File: config.mk
export PLATFORM = sky130hd
export DESIGN_NAME = instr_encoder_loader
export DESIGN_NICKNAME = d
export VERILOG_FILES = /design/src/rtl/instr_enc_pkg.sv /design/src/rtl/instr_field_packer.sv /design/src/rtl/instr_encoder_loader.sv
export SDC_FILE = /design/constraint.sdc
export NUM_CORES = 1
export LEC_CHECK = 0
export CAP_MARGIN = 20
export CORE_AREA = 2 2 136 138
export CTS_CLUSTER_DIAMETER = 120
export DETAILED_ROUTE_END_ITERATION = 10
export DIE_AREA = 0 0 138 140
export GPL_TIMING_DRIVEN = 0
export HOLD_SLACK_MARGIN = 0.08
export PLACE_DENSITY = 0.77
export SYNTH_ARGS = -nofsm -noshare
export SYNTH_HDL_FRONTEND = slang
export SYNTH_SLANG_ARGS = --single-unit
export TNS_END_PERCENT = 30
File: constraint.sdc
create_clock -name clk_i -period 7.45 [get_ports clk_i]
set_input_delay 1.1175 -clock clk_i [delete_from_list [all_inputs] [get_ports clk_i]]
set_output_delay 1.1175 -clock clk_i [all_outputs]
set_load 0.01 [all_outputs]
File: src/rtl/instr_enc_pkg.sv
// Shared types for the instruction encoder/loader: field formats, RV32I opcodes,
// loader FSM states and the signed-range helper used by the field packer.
package instr_enc_pkg;

  typedef enum logic [2:0] {
    FMT_R = 3'd0,
    FMT_I = 3'd1,
    FMT_S = 3'd2,
    FMT_B = 3'd3,
    FMT_U = 3'd4,
    FMT_J = 3'd5
  } fmt_e;

  localparam logic [6:0] OPC_LOAD   = 7'b0000011;
  localparam logic [6:0] OPC_OP_IMM = 7'b0010011;
  localparam logic [6:0] OPC_AUIPC  = 7'b0010111;
  localparam logic [6:0] OPC_STORE  = 7'b0100011;
  localparam logic [6:0] OPC_OP     = 7'b0110011;
  localparam logic [6:0] OPC_LUI    = 7'b0110111;
  localparam logic [6:0] OPC_BRANCH = 7'b1100011;
  localparam logic [6:0] OPC_JALR   = 7'b1100111;
  localparam logic [6:0] OPC_JAL    = 7'b1101111;

  typedef enum logic [1:0] {
    ST_IDLE  = 2'd0,
    ST_RUN   = 2'd1,
    ST_DRAIN = 2'd2
  } state_e;

  // True when v is representable as a sign-extended value of the given width.
  function automatic logic sext_fits(input logic [31:0] v, input int unsigned bits);
    logic [31:0] hi;
    hi = $signed(v) >>> (bits - 1);
    return (hi == '0) || (hi == '1);
  endfunction

endpackage

File: src/rtl/instr_field_packer.sv
// Pure combinational RV32I packer: scatters the immediate per format and flags
// illegal formats and immediates that do not fit the chosen format.
module instr_field_packer
  import instr_enc_pkg::*;
(
  input  logic [2:0]  i_fmt,
  input  logic [6:0]  i_opcode,
  input  logic [4:0]  i_rd,
  input  logic [2:0]  i_funct3,
  input  logic [4:0]  i_rs1,
  input  logic [4:0]  i_rs2,
  input  logic [6:0]  i_funct7,
  input  logic [31:0] i_imm,
  output logic [31:0] o_word,
  output logic        o_illegal,
  output logic        o_range_err
);

  always_comb begin
    o_word      = '0;
    o_illegal   = 1'b0;
    o_range_err = 1'b0;
    case (fmt_e'(i_fmt))
      FMT_R: o_word = {i_funct7, i_rs2, i_rs1, i_funct3, i_rd, i_opcode};
      FMT_I: begin
        o_word      = {i_imm[11:0], i_rs1, i_funct3, i_rd, i_opcode};
        o_range_err = !sext_fits(i_imm, 12);
      end
      FMT_S: begin
        o_word      = {i_imm[11:5], i_rs2, i_rs1, i_funct3, i_imm[4:0], i_opcode};
        o_range_err = !sext_fits(i_imm, 12);
      end
      FMT_B: begin
        o_word      = {i_imm[12], i_imm[10:5], i_rs2, i_rs1, i_funct3,
                       i_imm[4:1], i_imm[11], i_opcode};
        o_range_err = !sext_fits(i_imm, 13) || i_imm[0];
      end
      FMT_U: begin
        o_word      = {i_imm[31:12], i_rd, i_opcode};
        o_range_err = |i_imm[11:0];
      end
      FMT_J: begin
        o_word      = {i_imm[20], i_imm[10:1], i_imm[11], i_imm[19:12], i_rd, i_opcode};
        o_range_err = !sext_fits(i_imm, 21) || i_imm[0];
      end
      default: o_illegal = 1'b1;
    endcase
  end

endmodule

File: src/rtl/instr_encoder_loader.sv
// Packs decoded instruction fields into RV32I words, buffers them in a small FIFO
// and streams them to instruction memory. Define INSTR_ENC_RANGE_CHECK_EN to drop
// out-of-range immediates and raise the sticky err_o flag.
module instr_encoder_loader
  import instr_enc_pkg::*;
#(
  parameter int unsigned FIFO_DEPTH = 4,
  parameter logic [31:0] BASE_ADDR  = 32'h0
) (
  input  logic        clk_i,
  input  logic        rst_i,
  input  logic        start_i,
  input  logic        in_valid_i,
  output logic        in_ready_o,
  input  logic        in_last_i,
  input  logic [2:0]  fmt_i,
  input  logic [6:0]  opcode_i,
  input  logic [4:0]  rd_i,
  input  logic [2:0]  funct3_i,
  input  logic [4:0]  rs1_i,
  input  logic [4:0]  rs2_i,
  input  logic [6:0]  funct7_i,
  input  logic [31:0] imm_i,
  output logic        mem_we_o,
  output logic [31:0] mem_addr_o,
  output logic [31:0] mem_data_o,
  input  logic        mem_ready_i,
  output logic        busy_o,
  output logic        done_o,
  output logic        err_o
);

`ifdef INSTR_ENC_RANGE_CHECK_EN
  localparam logic RANGE_EN = 1'b1;
`else
  localparam logic RANGE_EN = 1'b0;
`endif

  localparam int unsigned   PTR_W     = $clog2(FIFO_DEPTH);
  localparam logic [PTR_W:0] CNT_FULL = (PTR_W + 1)'(FIFO_DEPTH);
  localparam logic [PTR_W:0] CNT_ONE  = (PTR_W + 1)'(1);

  logic [31:0]      r_fifo [FIFO_DEPTH];
  logic [PTR_W-1:0] r_wr_ptr;
  logic [PTR_W-1:0] r_rd_ptr;
  logic [PTR_W:0]   r_count;
  logic [31:0]      r_addr;
  logic             r_err;
  logic             r_done;
  state_e           r_state;
  state_e           w_state_next;
  logic             w_done_next;

  logic [31:0] w_word;
  logic        w_illegal;
  logic        w_range_err;
  logic        w_empty, w_full, w_pop, w_accept, w_drop, w_push;

  instr_field_packer u_packer (
    .i_fmt       (fmt_i),
    .i_opcode    (opcode_i),
    .i_rd        (rd_i),
    .i_funct3    (funct3_i),
    .i_rs1       (rs1_i),
    .i_rs2       (rs2_i),
    .i_funct7    (funct7_i),
    .i_imm       (imm_i),
    .o_word      (w_word),
    .o_illegal   (w_illegal),
    .o_range_err (w_range_err)
  );

  assign w_empty    = (r_count == '0);
  assign w_full     = (r_count == CNT_FULL);
  assign w_pop      = !w_empty && mem_ready_i;
  // A pop in the same cycle frees the slot, so a full FIFO can still accept.
  assign in_ready_o = (r_state == ST_RUN) && (!w_full || w_pop);
  assign w_accept   = in_valid_i && in_ready_o;
  assign w_drop     = w_illegal || (RANGE_EN && w_range_err);
  assign w_push     = w_accept && !w_drop;

  assign mem_we_o   = !w_empty;
  assign mem_addr_o = r_addr;
  assign mem_data_o = r_fifo[r_rd_ptr];
  assign busy_o     = (r_state != ST_IDLE);
  assign done_o     = r_done;
  assign err_o      = r_err;

  always_ff @(posedge clk_i) begin
    if (w_push) r_fifo[r_wr_ptr] <= w_word;
  end

  always_ff @(posedge clk_i) begin
    if (!rst_i) begin
      r_wr_ptr <= '0;
      r_rd_ptr <= '0;
      r_count  <= '0;
    end else begin
      if (w_push) r_wr_ptr <= r_wr_ptr + 1'b1;
      if (w_pop)  r_rd_ptr <= r_rd_ptr + 1'b1;
      case ({w_push, w_pop})
        2'b10:   r_count <= r_count + CNT_ONE;
        2'b01:   r_count <= r_count - CNT_ONE;
        default: r_count <= r_count;
      endcase
    end
  end

  always_ff @(posedge clk_i) begin
    if (!rst_i) begin
      r_addr <= BASE_ADDR;
      r_err  <= 1'b0;
    end else begin
      if (r_state == ST_IDLE && start_i) r_addr <= BASE_ADDR;
      else if (w_pop)                    r_addr <= r_addr + 32'd4;
      if (r_state == ST_IDLE && start_i)            r_err <= 1'b0;
      else if (RANGE_EN && w_accept && w_drop)      r_err <= 1'b1;
    end
  end

  always_ff @(posedge clk_i) begin
    if (!rst_i) begin
      r_state <= ST_IDLE;
      r_done  <= 1'b0;
    end else begin
      r_state <= w_state_next;
      r_done  <= w_done_next;
    end
  end

  always_comb begin
    w_state_next = r_state;
    w_done_next  = 1'b0;
    case (r_state)
      ST_IDLE:  if (start_i) w_state_next = ST_RUN;
      ST_RUN:   if (w_accept && in_last_i) w_state_next = ST_DRAIN;
      // Leave as the final word is being accepted so done_o and !busy_o coincide.
      ST_DRAIN: if (w_empty || (r_count == CNT_ONE && w_pop)) begin
        w_state_next = ST_IDLE;
        w_done_next  = 1'b1;
      end
      default:  w_state_next = ST_IDLE;
    endcase
  end

endmodule

Word-level counts from Yosys, hierarchy flattened. Memory sizes are Yosys's and may differ from the RTL's. A register that Yosys moved wholly into a read port is not among the register bits. Cells that the tools add are included.

Register bits after elaboration: 42. Memory bits (writable): 128. Input bits: 73. Output and inout bits: 69. Logic and storage cells: 58. Memories: 1.

$add $sub $neg: 5. Equality and inequality tests: 14. Muxes and demuxes: 11. Bitwise operators: 1. Reductions and logical operators: 20.

Memories: r_fifo (words 4, bits a word 32, read ports 1, clocked after memory_dff 1, wr ports 1, line instr_encoder_loader.sv:43) `logic [31:0] r_fifo [FIFO_DEPTH];`.

Operator list (number): $pmux 32 s6 (1); $add 32x3->32 const B (1); $mux 2 (5); $eq 3x3->1 const B (3); $logic_and 1x1->1 (7); $eq 3x1->1 const B (2); $eq 3x2->1 const B (2); $logic_not 3->1 (2); $pmux 2 s3 (1); $pmux 3 s2 (1); $reduce_or 6->1 (1); $add 2x1->2 const B (2); $eq 2x1->1 const B (2); $eq 2x2->1 const B (2); $ne 2x2->1 const B (2); $reduce_bool 2->1 (2); $add 3x1->3 const B (1); $mux 1 (3); $reduce_and 3->1 (1); $sub 3x1->3 const B (1); $logic_not 1->1 (2); $logic_not 2->1 (1); $logic_or 1x1->1 (2); $ne 2x1->1 const B (1); 3 further kinds (3).

Depth between registers and ports, before layout. Gate-level depths: netlist of the first run.

Depth after elaboration: 9. Depth in mapped cells: 10. Gate-level depth less buffers: 9.

Cells and area by module. A second synthesis of the first run with hierarchy kept.

Cells, all modules: 555. Area, all modules: 7517.2 µm².

By module, submodules not included: instr_encoder_loader (times used 1, cells an instance 415, area an instance 6677.7 µm², seq. area each 4684.5 µm²); instr_field_packer (times used 1, cells an instance 140, area an instance 839.6 µm², seq. area each 0.0 µm²).

Worst setup path after synthesis of the first run. OpenSTA, ideal clock, no wires.

Path type: input to register. Start: input fmt_i[2]. End: memory r_fifo[0][0] (enable). Library setup time: 0.392 ns. Arrival time: 2.627 ns. Data required time: 7.058 ns. Slack: 4.430 ns. Cell stages on the path: 5. Path buffers: 2. Cell sequence: buf_2 -> nand2_1 -> and4_1 -> clkbuf_1 -> and2_1.

Longest elaborated chain between the ends: 5. Elaborated cells between the ends (all ways): 10. Classes of those cells: eq/ne (5); mux (2); reduce/logical (3).

RTL lines: start, declared (line instr_encoder_loader.sv:16) `input logic [2:0] fmt_i,`; $eq 3x1->1 (tied with other cells) (line instr_field_packer.sv:23) `case (fmt_e'(i_fmt))`; $reduce_or 6->1 (no source line) (*); $logic_and 1x1->1 (*) (line instr_encoder_loader.sv:80) `assign w_push = w_accept && !w_drop;`; $mux 1 (*) (line instr_encoder_loader.sv:90) `if (w_push) r_fifo[r_wr_ptr] <= w_word;`; $mux 1 (not written as such) (*) (line instr_encoder_loader.sv:90); end, declared (line instr_encoder_loader.sv:43).

Every way passes the cells marked *; elsewhere a longest branch is shown, timed or not.

Worst setup path in the final report of the first run.
Start: input mem_ready_i. End: output in_ready_o.

Longest elaborated chain between the ends: 3.

RTL lines: start, declared (line instr_encoder_loader.sv:27) `input logic mem_ready_i,`; $logic_and 1x1->1 (line instr_encoder_loader.sv:75) `assign w_pop = !w_empty && mem_ready_i;`; $logic_or 1x1->1 (line instr_encoder_loader.sv:77) `assign in_ready_o = (r_state == ST_RUN) && (!w_full || w_pop);`; $logic_and 1x1->1 (line instr_encoder_loader.sv:77); end, declared (line instr_encoder_loader.sv:14) `output logic in_ready_o,`.

No other way between the ends.

==> results.tsv, run 1 <==
stage	metric	value	unit
clock_network	numCtsBuffers	17	
setup_path	slowest_stage	clkdlybuf4s50_1	
power_and_ir_drop	p_clk_share	35.1	%
power_and_ir_drop	internal_power	1.804	mW
setup_path	cp_data_required_time	6.33	ns
logic_synthesis	synth_cell_types	52	
global_route	grt.total_usage	17.89	%
setup_path	worstRegToRegCells	6	
setup_path	cp-end-kind	output pin	
sta	worstMarginPinSlew	0.9177	ns
drt	drt-total-wl	17420	um
drt	ant_nets	0	
drt	first_pass_iters	7	
floorplanning	num_rows	49	
finish	drive_gt1_share	13.24	%
finish	nFillCells	1450	
drt	drc	0	
power_and_ir_drop	switching_share	26.20	%
floorplanning	die_width	138	um
drt	via_count	5078	
flow_run	max_cap_violations	0	
sta	setup_viol	0	
finish	final_core_util	54.25	%
clock_network	clkTransAtPathRegs	0.07	ns
logic_synthesis	async_flop_share	0	%
setup_path	path_class	in -> out	
sta	final-hold-violation-count	0	
global_route	first_global_vias	5098	
clock_network	clk_latency	0.42	ns
sta	maxSlewHeadroom	38.82	%
finish	syn2layout_area_growth	30.48	%
setup_path	startpoint_type	primary input	
drt	vias_per_cell	5.496	
hold_path	hold_class	reg -> reg	
place	io_buffers	137	
floorplanning	io_pins	142	
power_and_ir_drop	leakage	3.194	nW
hold_path	whs_path_depth	2	
logic_synthesis	ys_ff_latch	170	
global_route	grt_max_degree	33	
sta	period_needed	3.667	ns
logic_synthesis	synthesis.area	7392	sq um
power_and_ir_drop	vdd_drop_max	0.1722	mV
clock_network	htreeDepth	4	
setup_path	crit_fanout	4	
logic_synthesis	syn_avg_cell_area	14.11	sq um
sta	tns	0	ns
sta	period_share	49.23	%
power_and_ir_drop	power_frac_comb	21.4	%
floorplanning	die_y	140	um
floorplanning	die_area	19320	sq um
drt	drt_iter0_markers	415	
setup_path	cp_data_arrival_time	2.55	ns
sta	fmax	272.7	MHz
clock_network	cts.sink_count	170	
setup_path	critPathMostFrequentCell	clkdlybuf4s50_1	
place	gp_congestion	0.9306	
clock_network	tritoncts	yes	
outcome	outcome	finished, final reports clean	
floorplanning	initial_core_util	41.58	%
power_and_ir_drop	p_seq_share	43.5	%
setup_path	slowest_delay	0.57	ns
clock_network	post-cts-setup-buffers	0	
logic_synthesis	syn_inst	524	
logic_synthesis	ys_warn_count	0	
drt	drt-wirelength-per-cell	18.85	um
sta	slew_viol_final	0	
power_and_ir_drop	power_per_cell_area	253.4	nW/um^2
logic_synthesis	ys.flop_type	edfxtp_1	
finish	antenna_cells	0	
place	dp_hpwl	12180	um
global_route	antenna_found_initial	1	
power_and_ir_drop	p_switching	0.6403	mW
global_route	gr-total-overflow	0	
finish	nets	765	
setup_path	path_cells	clkdlybuf4s50_1 -> nand3b_1 -> and2_1 -> clkdlybuf4s50_1	
floorplanning	core	17780	sq um
clock_network	cts-resized-gates	0	
sta	rsz0062_at_grt	false	
logic_synthesis	ys_seq_area_share	63.37	%
sta	skew	0.01184	ns
global_route	grt_first_pass_wirelength	27060	um
clock_network	hold_buffers	0	
clock_network	clock_path_buffers	2	
logic_synthesis	synth_edf_count	128	
clock_network	cts_root_buffer	clkbuf_16	
## synth_stat cells, types with 3 or more instances
cell	count	area, sq um
edfxtp_1	128	3844
dfxtp_1	42	840.8
mux4_2	32	720.7
nand2_1	28	105.1
a21oi_1	25	125.1
nor2_1	25	93.84
o21ai_0	20	100.1
inv_1	17	63.81
and2_1	16	100.1
mux2i_1	15	150.1
clkbuf_1	14	52.55
nand3_1	13	65.06
or3_1	12	75.07
buf_2	11	55.05
nand4_1	11	68.82
ha_1	10	125.1
xor2_1	9	78.83
o31ai_1	8	60.06
or4_1	8	60.06
a22o_1	7	61.31
nor4_1	7	43.79
nor2b_1	6	37.54
a22oi_1	5	37.54
o41ai_1	5	43.79
and3_1	4	25.02
and4_1	4	35.03
buf_1	4	15.01
buf_4	3	22.52
nand2b_1	3	18.77
o311ai_0	3	26.28
xnor2_1	3	26.28
## cells by family (layout without fill, tap and decap cells)
| family | after synthesis | in the layout | share of synthesized area, % |
|---|---|---|---|
| AO/OA/AOI/OAI | 81 | 81 | 7.025 |
| XOR/XNOR | 12 | 12 | 1.422 |
| adder cells (fa/ha/maj) | 10 | 10 | 1.693 |
| buffers and inverters | 52 | 221 | 3.182 |
| flip-flops | 170 | 170 | 63.37 |
| multiplexers | 49 | 49 | 12.09 |
| other | 1 | 3 | 0.05073 |
| AND/OR/NAND/NOR | 149 | 149 | 11.17 |
## stage by stage
step / worst slack [ns] / area (sq um) / hold WS [ns] / instances / total power [mW]
after floorplan: 4.431 / 7400 / 0.4667 / 526 / 1.379
after global placement: 3.238 / 9057 / 0.4576 / 892 / 1.595
after detailed placement: 3.749 / 9062 / 0.4660 / 892 / 1.610
after CTS: 3.768 / 9646 / 0.4811 / 924 / 2.467
after global routing: 3.734 / 9646 / 0.5012 / 924 / 2.540
final: 3.783 / 9646 / 0.4761 / 924 / 2.444
## placed cells by master (no fill, tap or decap), types with 4 or more instances in the layout
cell / netlist / routed
clkdlybuf4s50_1: 0 / 137
edfxtp_1: 128 / 128
dfxtp_1: 42 / 42
mux4_2: 32 / 32
nand2_1: 28 / 28
nor2_1: 25 / 25
a21oi_1: 25 / 25
o21ai_0: 20 / 20
inv_1: 17 / 17
clkbuf_16: 0 / 17
clkbuf_1: 14 / 15
mux2i_1: 15 / 15
nand3_1: 13 / 13
and2_1: 16 / 12
or3_1: 12 / 12
buf_2: 11 / 11
nand4_1: 11 / 11
ha_1: 10 / 10
xor2_1: 9 / 9
o31ai_1: 8 / 8
or4_1: 8 / 8
a22o_1: 7 / 7
nor4_1: 7 / 7
nor2b_1: 6 / 6
a22oi_1: 5 / 5
and2_2: 1 / 5
o41ai_1: 5 / 5
buf_1: 4 / 4
and4_1: 4 / 4
and3_1: 4 / 4
inv_6: 0 / 4
clkinvlp_4: 0 / 4
## cell type report
cell class | instances | area, sq um | area share [%]
buffer | 34 | 167.7 | 1.738
clock buffer | 18 | 429.2 | 4.449
clock inverter | 14 | 153.9 | 1.596
inverter | 18 | 67.56 | 0.7005
multi-input combinational | 304 | 2485 | 25.76
sequential | 170 | 4684 | 48.57
tap | 229 | 286.5 | 2.971
timing repair buffer | 137 | 1371 | 14.22
## registers in the layout, indices dropped and copies added, names as in the netlist, named ones only
| signal | flops |
|---|---|
| r_rd_ptr | 2 |
| r_wr_ptr | 2 |
| r_fifo | 128 |
| r_state | 2 |
| r_count | 3 |
| mem_addr_o | 30 |
| done_o | 1 |
## worst max-delay path: cells and delay by family
family | cells | cell delay, ns
and+or+nand+nor | 2 | 0.33
buffers and inverters | 2 | 1.10
## power groups by stage
| stage | registers (mW) | clock network (mW) | logic [mW] |
|---|---|---|---|
| after global placement | 1.08 | 0 | 0.514 |
| final | 1.06 | 0.859 | 0.523 |
| after global routing | 1.07 | 0.913 | 0.562 |
| after floorplan | 1.08 | 0 | 0.300 |
| after CTS | 1.06 | 0.874 | 0.529 |
| after detailed placement | 1.08 | 0 | 0.527 |
## routing by layer
| metal | vias up | part of all wire (%) | GRT usage [%] |
|---|---|---|---|
| li1 | 2340 | - | - |
| met1 | 2505 | 42 | 22.12 |
| met2 | 210 | 49 | 30.41 |
| met3 | 21 | 7.3 | 5.265 |
| met4 | 2 | 1.4 | 5.800 |
| met5 | - | 0.075 | 0 |
## final timing paths
check	startpoint	endpoint	slack (ns)
setup / recovery	mem_ready_i	in_ready_o	3.78
hold / removal	mem_addr_o[31]	mem_addr_o[31]	0.48
setup reg to reg	r_count[0]	r_fifo[0][20]	4.90
hold reg to reg	mem_addr_o[31]	mem_addr_o[31]	0.48
Note: power is estimated with default switching activity, not from simulation.
==> run 2: changes to the inputs <==
--- a/config.mk
+++ b/config.mk
@@ -12,7 +12,7 @@
 export DIE_AREA = 0 0 138 140
 export GPL_TIMING_DRIVEN = 0
 export HOLD_SLACK_MARGIN = 0.08
-export PLACE_DENSITY = 0.77
+export PLACE_DENSITY = 0.8
 export SYNTH_ARGS = -nofsm -noshare
 export SYNTH_HDL_FRONTEND = slang
 export SYNTH_SLANG_ARGS = --single-unit
==> constraint.sdc (replaced) <==
create_clock -name clk_i -period 3.09 [get_ports clk_i]
set_input_delay 0.4635 -clock clk_i [delete_from_list [all_inputs] [get_ports clk_i]]
set_output_delay 0.4635 -clock clk_i [all_outputs]
set_load 0.01 [all_outputs]
==> run 2 against run 1 <==
  * Power increased by 140%
  * Sequential cell count unchanged
  * Critical endpoint is now mem_data_o[13]
  * Die area is the same
  * Clock power grew 140%
  * Cell count did not move
  * Largest power group unchanged
  * Critical path depth unchanged
  * Utilization about the same
  * First-iteration DRC count fell by 19%
==> results.tsv, run 2 (synthesis gave the netlist of run 1 again) <==
stage	metric	value	unit	change
finish	final_common_cell	clkdlybuf4s50_1		unchanged
sta	final-hold-violation-count	0		unchanged
place	place_ws	-0.02080	ns	was 3.749 ns
setup_path	r2r-start	r_count[0]		unchanged
sta	timing.final.ws_setup	0.1689	ns	was 3.783 ns
power_and_ir_drop	vdd_drop_max	0.4419	mV	was 0.1722 mV
floorplanning	num_rows	49		unchanged
drt	via_count	5046		was 5,078
floorplanning	core	17780	sq um	unchanged
global_route	antenna_found_initial	1		unchanged
global_route	gr-total-overflow	0		unchanged
clock_network	cts.sink_count	170		unchanged
setup_path	crit_fanout	10		was 4
setup_path	startpoint_type	flop		was primary input
floorplanning	io_pins	142		unchanged
drt	drt-wirelength-per-cell	18.41	um	was 18.85 um
drt	drt_iter0_markers	335		was 415
drt	drc	0		unchanged
clock_network	hold_buffers	0		unchanged
finish	largest_reg_flops	128		unchanged
finish	drive_gt1_share	13.24	%	unchanged
drt	first_pass_iters	5		was 7
sta	period_share	94.53	%	
setup_path	cp_data_arrival_time	2.46	ns	was 2.55 ns
setup_path	path_class	reg -> out		was in -> out
clock_network	numCtsBuffers	17		unchanged
finish	nFillCells	1458		was 1,450
drt	ant_nets	0		unchanged
clock_network	clock_path_buffers	2		unchanged
clock_network	post-cts-setup-buffers	0		unchanged
finish	nets	765		unchanged
setup_path	cp-end-kind	output pin		unchanged
global_route	grt_max_degree	33		unchanged
finish	seq_area	4684	sq um	unchanged
finish	final_cells	924		unchanged
sta	maxSlewHeadroom	40.62	%	was 38.82%
drt	vias_per_cell	5.461		was 5.496
sta	tns	0	ns	unchanged
clock_network	cts_root_buffer	clkbuf_16		unchanged
floorplanning	initial_core_util	41.58	%	unchanged
setup_path	cp_data_required_time	2.63	ns	was 6.33 ns
sta	period_needed	2.921	ns	
place	io_buffers	137		unchanged
floorplanning	die_area	19320	sq um	unchanged
clock_network	cts-resized-gates	0		unchanged
clock_network	tritoncts	yes		unchanged
clock_network	htreeDepth	4		unchanged
finish	multiInputGateArea	2485	sq um	unchanged
sta	worstMarginPinSlew	0.8906	ns	was 0.9177 ns
global_route	grt_first_pass_wirelength	26990	um	was 27,060 um
hold_path	worstHoldStart	mem_addr_o[31]		unchanged
finish	syn2layout_area_growth	30.53	%	was 30.48%
sta	skew	0.009970	ns	was 0.01184 ns
floorplanning	die_width	138	um	unchanged
hold_path	hold_class	reg -> reg		unchanged
sta	slew_viol_final	0		unchanged
power_and_ir_drop	power_per_cell_area	612.4	nW/um^2	was 253.4 nW/um^2
drt	drt-total-wl	17010	um	was 17,420 um
floorplanning	die_y	140	um	unchanged
finish	largest-register	r_fifo		unchanged
clock_network	clk_latency	0.42	ns	about the same
global_route	first_global_vias	4978		was 5,098
clock_network	clkTransAtPathRegs	0.07	ns	about the same
sta	fmax	342.3	MHz	
finish	antenna_cells	0		unchanged
sta	setup_viol	0		unchanged
outcome	outcome	finished, final reports clean		unchanged
global_route	grt.total_usage	17.72	%	was 17.89%
power_and_ir_drop	leakage	3.199	nW	was 3.194 nW
place	gp_congestion	0.9111		was 0.9306
finish	final_cell_mix	clkdlybuf4s50_1, edfxtp_1, dfxtp_1		unchanged
flow_run	max_cap_violations	0		unchanged
place	dp_cells	892		unchanged
place	dp_hpwl	11550	um	was 12,180 um
sta	rsz0062_at_grt	true		was false
[run 2: power by group]
group | internal [mW] | switching, mW | leakage [nW]
logic | 0.684 | 0.578 | 1.41
registers | 2.53 | 0.0348 | 1.51
clock network | 1.15 | 0.940 | 0.278
total | 4.36 | 1.55 | 3.20
[run 2: final timing paths]
check	to	slack, ns	cells after the start
hold / removal	mem_addr_o[31]	0.48	2
setup reg to reg	r_fifo[2][27]	0.58	6
hold reg to reg	mem_addr_o[31]	0.48	2
setup / recovery	mem_data_o[13]	0.17	4
[run 2: metrics by stage]
stage / power (mW) / hold WS [ns] / util [%] / cell area (sq um)
floorplan: 3.324 / 0.4667 / - / 7400
global route: 6.149 / 0.5123 / 54.27 / 9649
finish: 5.909 / 0.4816 / 54.27 / 9649
CTS: 5.959 / 0.4830 / 54.24 / 9644
detailed placement: 3.878 / 0.4689 / 50.97 / 9062
global placement: 3.863 / 0.4604 / 50.94 / 9057
[run 2: worst max-delay path, stage by stage, from the launching register on]
cell,delay [ns]
dfxtp_1,0.31
clkbuf_1,0.25
buf_2,0.40
mux4_2,0.56
clkdlybuf4s50_1,0.52
[run 2: routing by layer]
metal / track usage (%) / part of all wire (%)
met5: 0 / 0
met4: 5.102 / 0.94
met3: 6.154 / 8.6
met2: 28.74 / 48
met1: 22.75 / 43
[run 2: area by class of cell]
type | instances | area share, %
Inverter | 18 | 0.7002
Timing Repair Buffer | 137 | 14.21
Sequential cell | 170 | 48.55
Clock inverter | 15 | 1.621
Buffer | 34 | 1.789
Clock buffer | 17 | 4.409
Multi-Input combinational cell | 304 | 25.75
Tap cell | 229 | 2.969
==> run 3: changes to the inputs <==
--- a/config.mk
+++ b/config.mk
@@ -13,6 +13,7 @@
 export GPL_TIMING_DRIVEN = 0
 export HOLD_SLACK_MARGIN = 0.08
 export PLACE_DENSITY = 0.8
+export SKIP_LAST_GASP = 1
 export SYNTH_ARGS = -nofsm -noshare
 export SYNTH_HDL_FRONTEND = slang
 export SYNTH_SLANG_ARGS = --single-unit
==> run 3 against run 2 <==
  * Cell area is essentially flat
  * Largest power group unchanged
  * Critical endpoint is now mem_data_o[10]
  * Die area unchanged
  * Clock skew barely moved
  * Critical path type unchanged
  * Largest cell class unchanged
==> results.tsv, run 3 (synthesis gave the netlist of run 1 again) <==
stage	metric	value	unit	change
global_route	antenna_found_initial	1		unchanged
clock_network	clk_latency	0.42	ns	about the same
finish	drive_gt1_share	13.24	%	unchanged
setup_path	cp_data_arrival_time	2.45	ns	was 2.46 ns
drt	drt_iter0_markers	335		unchanged
sta	whs	0.4816	ns	unchanged
power_and_ir_drop	p_clk_share	35.3	%	about the same
finish	nets	765		unchanged
floorplanning	initial_core_util	41.58	%	unchanged
power_and_ir_drop	vdd_drop_max	0.4417	mV	was 0.4419 mV
setup_path	path_class	reg -> out		unchanged
power_and_ir_drop	power_frac_comb	21.3	%	was 21.4%
floorplanning	core	17780	sq um	unchanged
clock_network	cts_root_buffer	clkbuf_16		unchanged
power_and_ir_drop	power_per_cell_area	612.2	nW/um^2	was 612.4 nW/um^2
place	io_buffers	137		unchanged
place	dp_hpwl	11550	um	unchanged
setup_path	path_cells	clkbuf_1 -> buf_2 -> mux4_2 -> clkdlybuf4s50_1		unchanged
setup_path	crit_fanout	10		unchanged
flow_run	max_cap_violations	0		unchanged
clock_network	clkTransAtPathRegs	0.07	ns	about the same
sta	worstMarginPinSlew	0.8911	ns	was 0.8906 ns
power_and_ir_drop	p_switching	1.553	mW	about the same
sta	period_share	94.39	%	was 94.53%
sta	fmax	342.8	MHz	was 342.3 MHz
drt	drt-total-wl	17010	um	about the same
drt	ant_nets	0		unchanged
sta	setup_viol	0		unchanged
sta	final-hold-violation-count	0		unchanged
setup_path	cp-end-kind	output pin		unchanged
floorplanning	die_area	19320	sq um	unchanged
sta	skew	0.009969	ns	was 0.009970 ns
setup_path	slowest_delay	0.57	ns	was 0.56 ns
setup_path	cp_data_required_time	2.63	ns	about the same
power_and_ir_drop	switching_share	26.29	%	about the same
global_route	grt_first_pass_wirelength	26990	um	unchanged
outcome	outcome	finished, final reports clean		unchanged
drt	drt-wirelength-per-cell	18.40	um	was 18.41 um
sta	tns	0	ns	unchanged
finish	antenna_cells	0		unchanged
setup_path	crit_family	buffers and inverters		unchanged
drt	drc	0		unchanged
floorplanning	die_y	140	um	unchanged
sta	maxSlewHeadroom	40.59	%	was 40.62%
setup_path	path_buf_inv	3		unchanged
finish	largest-register	r_fifo		unchanged
power_and_ir_drop	p_seq_share	43.4	%	was 43.3%
power_and_ir_drop	leakage	3.199	nW	about the same
clock_network	post-cts-setup-buffers	0		unchanged
drt	first_pass_iters	5		unchanged
sta	period_needed	2.917	ns	was 2.921 ns
global_route	grt_max_degree	33		unchanged
sta	slew_viol_final	0		unchanged
finish	syn2layout_area_growth	30.50	%	was 30.53%
clock_network	tritoncts	yes		unchanged
sta	rsz0062_at_grt	true		unchanged
power_and_ir_drop	internal_power	4.353	mW	was 4.356 mW
finish	final_common_cell	clkdlybuf4s50_1		unchanged
clock_network	numCtsBuffers	17		unchanged
clock_network	cts.sink_count	170		unchanged
global_route	grt.total_usage	17.72	%	unchanged
hold_path	hold_class	reg -> reg		unchanged
finish	final_cell_mix	clkdlybuf4s50_1, edfxtp_1, dfxtp_1		unchanged
drt	via_count	5045		was 5,046
clock_network	htreeDepth	4		unchanged
place	gp_congestion	0.9111		unchanged
global_route	first_global_vias	4978		unchanged
clock_network	clock_path_buffers	2		unchanged
floorplanning	die_width	138	um	unchanged
drt	vias_per_cell	5.460		was 5.461
setup_path	slowest_stage	mux4_2		unchanged
floorplanning	io_pins	142		unchanged
floorplanning	num_rows	49		unchanged
finish	largest_reg_flops	128		unchanged
global_route	gr-total-overflow	0		unchanged
setup_path	startpoint_type	flop		unchanged
==> run 3: cell types whose count changed in the layout (fill, tap and decap cells not counted) <==
cell      before  now
buf_2          9   10
clkbuf_4       2    1
==> run 3: final timing paths <==
check                 start             end  slack (ns)  cells past startpoint
max                    flop  mem_data_o[10]        0.17                      4
min          mem_addr_o[31]  mem_addr_o[31]        0.48                      2
max reg2reg      r_count[0]   r_fifo[2][27]        0.58                      6
min reg2reg  mem_addr_o[31]  mem_addr_o[31]        0.48                      2
==> run 3: final cells by class <==
type | count | area (sq um)
clock buffer | 17 | 425.4
timing repair buffer | 137 | 1371
tap | 229 | 286.5
fill | 1459 | 8133
multi-input combinational | 304 | 2485
sequential | 170 | 4684
inverter | 18 | 67.56
clock inverter | 15 | 156.4
buffer | 34 | 170.2
==> run 3: power by group through the flow <==
stage | sequential (mW) | clock (mW) | combinational [mW]
6_report | 2.56 | 2.08 | 1.26
3_3_place_gp | 2.61 | 0 | 1.26
3_5_place_dp | 2.61 | 0 | 1.27
4_1_cts | 2.56 | 2.12 | 1.28
5_1_grt | 2.57 | 2.21 | 1.37
2_1_floorplan | 2.60 | 0 | 0.722
==> run 3: worst min-delay path: cells and delay by family, from the launching register on <==
kind,cells,cell delay [ns]
DFF,1,0.32
muxes,1,0.06
and+or+nand+nor,1,0.06
==> run 3: layer usage <==
layer	share of wire (%)	wire length, um	vias to the layer above	global-route usage [%]
li1	-	-	2346	-
met4	0.94	160	0	5.102
met2	48	8137	211	28.74
met3	8.6	1465	15	6.154
met5	0	0	-	0
met1	43	7243	2473	22.75
==> run 3: timing repair <==
action,in CTS,in global routing
endpoints found under the hold margin,0,0
resized for setup,0,1
hold buffers,0,0
endpoints found under the setup margin,0,13
==> run 3: per-stage QoR <==
stage | cells | instance area, sq um | setup WS, ns | power [mW] | utilization (%)
after floorplan | 526 | 7400 | 0.7182 | 3.324 | -
after CTS | 924 | 9644 | 0.08056 | 5.959 | 54.24
after global routing | 924 | 9647 | -0.02088 | 6.146 | 54.26
after detailed placement | 892 | 9062 | -0.02080 | 3.878 | 50.97
final | 924 | 9647 | 0.1732 | 5.906 | 54.26
after global placement | 892 | 9057 | -0.5625 | 3.863 | 50.94
